$ cat config.mk
export PLATFORM = sky130hd
export DESIGN_NAME = biriscv_multiplier_pipe
export DESIGN_NICKNAME = d
export VERILOG_FILES = /design/src/rtl/biriscv_multiplier_pipe.sv
export SDC_FILE = /design/constraint.sdc
export NUM_CORES = 2
export LEC_CHECK = 0
export ABC_AREA = 1
export BUFFER_PORTS_ARGS = -buffer_cell sky130_fd_sc_hd__buf_2
export CAP_MARGIN = 25
export CORE_ASPECT_RATIO = 1.25
export CORE_UTILIZATION = 55
export CTS_CLUSTER_DIAMETER = 50
export CTS_CLUSTER_SIZE = 16
export DETAILED_ROUTE_END_ITERATION = 10
export HOLD_SLACK_MARGIN = 0.15
export PLACE_DENSITY_LB_ADDON = 0.2
export SETUP_SLACK_MARGIN = 0.4
export SLEW_MARGIN = 15
export SYNTH_ARGS = -nofsm -noshare
export SYNTH_HDL_FRONTEND = slang
export SYNTH_SLANG_ARGS = --single-unit
$ cat constraint.sdc
create_clock -name clk_i -period 9.4 [get_ports clk_i]
set_clock_uncertainty 0.1 [all_clocks]
set_input_delay 1.88 -clock clk_i [delete_from_list [all_inputs] [get_ports clk_i]]
set_output_delay 1.88 -clock clk_i [all_outputs]
set_load 0.02 [all_outputs]
$ cat src/rtl/biriscv_multiplier_pipe.sv
`timescale 1ns/1ps
// biriscv_multiplier_pipe
// Parametrised, fully pipelined RV M-extension multiplier covering MUL, MULH,
// MULHSU and MULHU. Every stage carries its own valid bit and destination
// index, so writeback is self-timed. The pipeline also supports hold, flush and
// a busy indication.
//
// XLEN   : operand/result width (32 or 64)
// STAGES : issue-to-writeback latency in cycles (1..4)
//
// Optional macro MULT_PERF_COUNT_EN adds mult_count_o, a wrapping count of
// retired operations.
module biriscv_multiplier_pipe #(
  parameter int XLEN   = 32,
  parameter int STAGES = 2
) (
  input  logic            clk_i,
  input  logic            rst_i,
  input  logic            opcode_valid_i,
  input  logic [31:0]     opcode_opcode_i,
  input  logic [4:0]      opcode_rd_idx_i,
  input  logic [XLEN-1:0] opcode_ra_operand_i,
  input  logic [XLEN-1:0] opcode_rb_operand_i,
  input  logic            hold_i,
  input  logic            flush_i,
  output logic            writeback_valid_o,
  output logic [4:0]      writeback_rd_idx_o,
  output logic [XLEN-1:0] writeback_value_o,
  output logic            busy_o
`ifdef MULT_PERF_COUNT_EN
  ,
  output logic [31:0]     mult_count_o
`endif
);

  // Products are formed modulo 2^(2*XLEN). The operands are sign-extended
  // XLEN+1 bit values, so the discarded upper bits of the full signed product
  // never affect either result half.
  localparam int PW = 2 * XLEN;

  logic [2:0]      funct3_w;
  logic            is_mul_w;
  logic            accept_w;
  logic            hi_sel_d;
  logic [XLEN:0]   a_ext_d;
  logic [XLEN:0]   b_ext_d;
  logic            opcode_unused;
  logic [XLEN-1:0] result_w;

  logic            valid_q [STAGES];
  logic            valid_d [STAGES];
  logic [4:0]      rd_q    [STAGES];
  logic [4:0]      rd_d    [STAGES];

  // Multiplies two extended operands and picks the low or high result half.
  function automatic logic [XLEN-1:0] mul_select(input logic [XLEN:0] a,
                                                 input logic [XLEN:0] b,
                                                 input logic          hi);
    logic [PW-1:0] a_w;
    logic [PW-1:0] b_w;
    logic [PW-1:0] prod;
    a_w  = {{(PW-XLEN-1){a[XLEN]}}, a};
    b_w  = {{(PW-XLEN-1){b[XLEN]}}, b};
    prod = a_w * b_w;
    return hi ? prod[PW-1:XLEN] : prod[XLEN-1:0];
  endfunction

  // Decode the instruction word, then sign- or zero-extend the operands.
  // MULH and MULHSU treat rs1 as signed; only MULH treats rs2 as signed.
  always_comb begin
    funct3_w = opcode_opcode_i[14:12];
    is_mul_w = (opcode_opcode_i[6:0] == 7'b0110011) &&
               (opcode_opcode_i[31:25] == 7'b0000001) &&
               !funct3_w[2];
    hi_sel_d = (funct3_w[1:0] != 2'b00);
    a_ext_d  = {((funct3_w[1:0] == 2'b01) || (funct3_w[1:0] == 2'b10)) &
                opcode_ra_operand_i[XLEN-1], opcode_ra_operand_i};
    b_ext_d  = {(funct3_w[1:0] == 2'b01) & opcode_rb_operand_i[XLEN-1],
                opcode_rb_operand_i};
  end

  assign accept_w      = opcode_valid_i & is_mul_w & ~hold_i & ~flush_i;
  assign opcode_unused = ^{opcode_opcode_i[24:15], opcode_opcode_i[11:7]};

  // Next state of the valid/rd tracking chain.
  // Flush kills every valid bit; hold freezes the chain; otherwise it shifts.
  always_comb begin
    for (int i = 0; i < STAGES; i++) begin
      valid_d[i] = valid_q[i];
      rd_d[i]    = rd_q[i];
    end
    if (flush_i) begin
      for (int i = 0; i < STAGES; i++) begin
        valid_d[i] = 1'b0;
      end
    end else if (!hold_i) begin
      valid_d[0] = accept_w;
      rd_d[0]    = opcode_rd_idx_i;
      for (int i = 1; i < STAGES; i++) begin
        valid_d[i] = valid_q[i-1];
        rd_d[i]    = rd_q[i-1];
      end
    end
  end

  // Register the valid/rd tracking chain. Reset clears it completely.
  always_ff @(posedge clk_i) begin
    if (rst_i) begin
      for (int i = 0; i < STAGES; i++) begin
        valid_q[i] <= 1'b0;
        rd_q[i]    <= 5'd0;
      end
    end else begin
      for (int i = 0; i < STAGES; i++) begin
        valid_q[i] <= valid_d[i];
        rd_q[i]    <= rd_d[i];
      end
    end
  end

  if (STAGES == 1) begin : g_single
    logic [XLEN-1:0] res_q;

    // Multiply straight from the issue operands and register the selected half.
    always_ff @(posedge clk_i) begin
      if (rst_i) begin
        res_q <= '0;
      end else if (!hold_i) begin
        res_q <= mul_select(a_ext_d, b_ext_d, hi_sel_d);
      end
    end

    assign result_w = res_q;
  end else begin : g_multi
    logic [XLEN:0]   a_q;
    logic [XLEN:0]   b_q;
    logic            hi_sel_q;
    logic [XLEN-1:0] res_q [STAGES-1];

    // Stage 1 captures the extended operands and the result-half select.
    always_ff @(posedge clk_i) begin
      if (rst_i) begin
        a_q      <= '0;
        b_q      <= '0;
        hi_sel_q <= 1'b0;
      end else if (!hold_i) begin
        a_q      <= a_ext_d;
        b_q      <= b_ext_d;
        hi_sel_q <= hi_sel_d;
      end
    end

    // Stage 2 registers the product half; any further stages only delay it.
    always_ff @(posedge clk_i) begin
      if (rst_i) begin
        for (int i = 0; i < STAGES - 1; i++) begin
          res_q[i] <= '0;
        end
      end else if (!hold_i) begin
        res_q[0] <= mul_select(a_q, b_q, hi_sel_q);
        for (int i = 1; i < STAGES - 1; i++) begin
          res_q[i] <= res_q[i-1];
        end
      end
    end

    assign result_w = res_q[STAGES-2];
  end

  // Qualify the writeback with the valid bit of the last stage.
  always_comb begin
    writeback_valid_o  = valid_q[STAGES-1];
    writeback_rd_idx_o = valid_q[STAGES-1] ? rd_q[STAGES-1] : 5'd0;
    writeback_value_o  = valid_q[STAGES-1] ? result_w : '0;
    busy_o             = 1'b0;
    for (int i = 0; i < STAGES; i++) begin
      busy_o = busy_o | valid_q[i];
    end
  end

`ifdef MULT_PERF_COUNT_EN
  logic [31:0] count_q;

  // Count each retired operation once. A held writeback is only counted when
  // it finally leaves the pipe.
  always_ff @(posedge clk_i) begin
    if (rst_i) begin
      count_q <= 32'd0;
    end else if (writeback_valid_o && !hold_i) begin
      count_q <= count_q + 32'd1;
    end
  end

  assign mult_count_o = count_q;
`endif

endmodule

* After elaboration in Yosys (flattened, before gate mapping)
Memory sizes are Yosys's and may differ from the RTL's.
Cells that the tools add are included.
W data, S select, Z words.
** Operators by class
- Equal/unequal tests :: 4
- Multipliers :: 1
- Bitwise gates (word level) :: 12
- Reduce and logical (&&, ||, !) cells :: 6
- Multiplexer cells :: 19
** Operator list (count)
- $mux W32 :: 3
- $mul A33 B33 Y64 :: 1
- $reduce_or A32 Y1 :: 1
- $mux W10 :: 2
- $mux W5 :: 3
- $mux W1 :: 9
- $eq A7 B1 Y1 const B :: 1
- $eq A7 B6 Y1 const B :: 1
- $and A1 B1 Y1 :: 5
- $or A1 B1 Y1 :: 5
- $mux W2 :: 2
- $eq A2 B1 Y1 const B :: 1
- $eq A2 B2 Y1 const B :: 1
- $logic_and A1 B1 Y1 :: 2
- $not A1 Y1 :: 2
- $reduce_bool A2 Y1 :: 1
- $logic_not A1 Y1 :: 1
- $logic_or A1 B1 Y1 :: 1
** Storage, ports and cells
- Input port bits :: 106
- Logic and storage cells :: 48
- Bits in writable memories :: 44
- Flip-flop bits (word level) :: 67
- Memories kept :: 3
- Output and inout port bits :: 39
** Memories
- g_multi.res_q :: words 1, width 32, read ports 1, clocked after Yosys merged registers in 0, write ports 1, line 138 : logic [XLEN-1:0] res_q [STAGES-1];
- rd_q :: words 2, width 5, read ports 2, clocked after Yosys merged registers in 0, write ports 2, line 52 : logic [4:0] rd_q [STAGES];
- valid_q :: words 2, width 1, read ports 2, clocked after Yosys merged registers in 0, write ports 2, line 50 : logic valid_q [STAGES];

* Longest topological paths before layout
- Word-level depth :: 9
- Gate-level depth with buffers :: 35

* Worst setup path after synthesis
No wires, ideal clock.
- Path type :: register -> register
- Start :: register g_multi.a_q[32]
- End :: memory g_multi.res_q[0][27], data pin
- Required time :: 9030 ps
- Cell stages (with the launch flop) :: 29
- Library setup time :: 270 ps
- Arrival time :: 6981 ps
- Period minus slack after synthesis :: 7351 ps
- Slack :: 2049 ps
- Cells stage by stage :: dfxtp_1 > clkbuf_1 > clkbuf_1 > nand2_1 > inv_1 > fa_1 > fa_1 > fa_1 > fa_1 > inv_1 > fa_1 > inv_1 > fa_1 > fa_1 > inv_1 > fa_1 > inv_1 > ha_1 > nand2_1 > nor2_1 > inv_1 > nor2_2 > nand2_1 > nor4_1 > nand2_1 > nand3_1 > nand2_1 > nand3_1 > a21oi_1
** On the way
- Word-level cells in the longest chain between the ends :: 3
** RTL lines
- start: declaration :: line 135 : logic [XLEN:0] a_q;
- start signal: assignment :: line 147 : a_q <= a_ext_d;
- $mul A33 B33 Y64 :: line 64 : prod = a_w * b_w;
- $mux W32 :: line 65 : return hi ? prod[PW-1:XLEN] : prod[XLEN-1:0];
- $mux W32 (no source line)
- end: declaration :: line 138
No other way between the ends.

* Worst setup path after layout
- Start :: register g_multi.a_q[32]
- End :: memory g_multi.res_q[0][24], data pin
Same word-level chain as after synthesis.

==> impl_metrics.yaml <==
clock_tree:
  cts_root_buffer: "clkbuf_16"
  clk_pin_slew_ns: 0.11
  cts_setup_buffers: 0
  cts_max_path_buffers: 2
  htreeDepth: 3
  clock-sinks: 111
  cts_hold_buf: 0
  clock_latency_ns: 0.42
  cts_tree: "yes"
  cts_made_buffers: 9
yosys:
  synth_simple_gate_area_frac: 0.1752
  synth_area_um2: 45150
  ys.warnings.count: 0
  synth-compound-area-share: 0.02821
  syn-num-nets: 7319
  synth_top_area_frac: 0.4988
  synthCells: 5874
  ys_seq_area_frac: 0.05631
  ys_ff_latch: 111
  postSynth.asyncResetShare: 0
  synth_top_family_by_area: "adder cells"
  syn_area_per_cell_um2: 7.687
  synth_ff_type: "dfxtp_1"
  ys_types: 41
  yosys.area.top_type: "fa_1"
  synth_area_leaders: "fa_1, inv_1, nand2_1, ha_1, dfxtp_1"
  synth-xor-area-share: 0.001164
  synth.area.mux_share: 0
  synth_edf_count: 32
  synth_adder_area_share: 0.5581
routing:
  routed_wl_mm: 129.0
  ant_nets: 0
  route.vias.total: 35770
  wl_per_cell_um: 18.72
  vias_per_cell: 5.189
  drc: 0
  first_iter_violations: 2446
  drtPass1Iterations: 6
sta:
  timing.final.crit_share: 0.9227
  max_freq_ghz: 0.1153
  timing.setup.tns_ns: 0
  finalSetupViolations: 0
  hold_viol: 0
  slew_headroom: 0.2466
  slew_violations: 0
  rsz0062_at_grt: "false"
  worstMarginPinSlew_ns: 1.129
  fin_crit_ns: 8.674
setup_path:
  path_max_fanout: 13
  r2r_start: "g_multi.a_q[32]$_SDFFE_PP0N_"
  arrival_ns: 8.73
  worstSetupPathType: "reg -> reg"
  start_kind: "register"
  cp_data_required_time_ns: 9.46
  crit_start: "g_multi.a_q[32]$_SDFFE_PP0N_"
  crit_path_end_kind: "register"
pwr:
  vdd_ir_drop_max_uv: 118.0
  pwr_density_cell_nw_per_um2: 93.74
  leakagePower_uw: 0.02934
cells_and_area:
  area_growth_pct: 4.661
  stdcell_area_um2: 47260
  drive_above_1_share: 0.04964
  final_common_cell: "inv_1"
  layout_common_cells: "inv_1, nand2_1, fa_1, ha_1, nor2_1"
  nFillCells: 7605
  layout.nets: 7262
worst_hold_path:
  hold_start: "rd_q[0][2]$_SDFFE_PP0P_"
  hold_class: "reg -> reg"
placement:
  numPortBuffers: 129
  dp_hpwl_mm: 108.9
  gp_congestion: 0.9609
  postPlaceCellArea_um2: 46870
floorplanning:
  start_util: 0.5547
  io_pins: 145
  coreArea_um2: 81390
  fp-row-count: 117
  die_h_um: 322.3
  fp.dieW_um: 258.3
  die_area_um2: 83250
job:
  drv_cap: 0
global_routing:
  grt_pass1_wl_mm: 207.3
  overflow: 0
  grt.total_usage: 0.3278
  grt_pass1_vias: 38050
  antenna_found_initial: 4
  grt_max_degree: 70
outcome:
  outcome: "complete, no violations"
[Yosys cell counts, types with 4 or more instances]
| cell type | number |
|---|---|
| xor2_1 | 4 |
| buf_1 | 13 |
| ha_1 | 214 |
| nor4_1 | 4 |
| inv_1 | 1870 |
| nor3_1 | 10 |
| nor2_2 | 10 |
| o21bai_1 | 15 |
| a21oi_1 | 120 |
| nand4_1 | 24 |
| o21ai_1 | 5 |
| fa_1 | 1125 |
| nand2_1 | 1612 |
| dfxtp_1 | 79 |
| clkbuf_1 | 281 |
| o21ai_0 | 89 |
| buf_2 | 5 |
| edfxtp_1 | 32 |
| nand3_1 | 148 |
| nand3_2 | 7 |
| nor2_1 | 175 |
[worst max-delay path: stages (launching register included)]
cell and delay (ns):
dfxtp_2 0.61, nand2_1 0.22, inv_1 0.13, fa_1 0.39
inv_1 0.24, fa_1 0.51, inv_1 0.20, fa_1 0.51
fa_1 0.73, inv_1 0.42, fa_1 0.62, inv_1 0.06
fa_1 0.48, fa_1 0.48, inv_1 0.05, fa_1 0.47
inv_1 0.04, ha_1 0.41, inv_1 0.18, o21ai_0 0.26
a21oi_1 0.13, o21ai_0 0.34, a21oi_1 0.11, nand4_1 0.11
nand3_1 0.14, a21oi_1 0.46
[cell type report]
cell class | instances | area (µm²) | share of cell area
multi-input cells | 3589 | 34450 | 0.7289
inverters | 1874 | 7037 | 0.1489
flip-flops and latches | 111 | 2551 | 0.05399
repair buffers | 232 | 1551 | 0.03283
well taps | 1071 | 1340 | 0.02836
clock buffers | 9 | 225.2 | 0.004766
clock inverters | 7 | 102.6 | 0.002171
diodes | 1 | 2.502 | 0.00005295
[report_power, final]
part           total, µW  internal (µW)  switching (µW)  leakage [µW]
clock network        472            203             269      0.000161
registers            633            542            90.9       0.00101
logic               3320           1120            2200        0.0282
total               4430           1870            2560        0.0293
[what timing repair did]
action,CTS,global route
endpoints found under the setup margin,0,9
hold endpoints to repair,0,0
resized for setup,0,1
[sequential cells by signal, indices dropped and copies added, names as in the netlist]
name and count:
g_multi.a_q 33, g_multi.b_q 33, g_multi.res_q 32, rd_q 10, valid_q 2, g_multi.hi_sel_q 1
[metrics by stage]
stage / utilization / total power (µW) / setup slack, ns / hold slack (ns) / std cells
2_1_floorplan: - / 2721 / 2.049 / 0.3495 / 5874
3_3_place_gp: 0.5747 / 3893 / 0.6917 / 0.3604 / 6870
3_5_place_dp: 0.5758 / 3932 / 0.6514 / 0.3692 / 6874
4_1_cts: 0.5798 / 4437 / 0.5714 / 0.3962 / 6890
5_1_grt: 0.5806 / 4817 / 0.5108 / 0.4186 / 6893
6_report: 0.5806 / 4430 / 0.7265 / 0.3912 / 6894
[worst paths after layout]
| path | to | slack [ns] | depth (start not counted) |
|---|---|---|---|
| setup / recovery | g_multi.res_q[0][24]$_SDFFCE_PN0P_ | 0.73 | 25 |
| hold reg to reg | rd_q[0][7]$_SDFFE_PP0P_ | 0.39 | 2 |
| hold / removal | rd_q[0][7]$_SDFFE_PP0P_ | 0.39 | 2 |
| setup reg to reg | g_multi.res_q[0][24]$_SDFFCE_PN0P_ | 0.73 | 25 |
[cell families after synthesis]
logic type / Yosys count
buffers and inverters: 2174
AND/OR/NAND/NOR: 2004
adder cells (fa/ha/maj): 1339
AO/OA/AOI/OAI: 240
flip-flops: 111
XOR/XNOR: 6
[routing by layer]
metal | GRT usage | up-vias | routed length [µm]
met5 | 0 | - | 0
met1 | 0.3982 | 18020 | 47820
met4 | 0.1394 | 0 | 6439
met2 | 0.5898 | 1345 | 66920
li1 | - | 16100 | -
met3 | 0.03567 | 309 | 7854
Power figures use the tool's default switching activity.
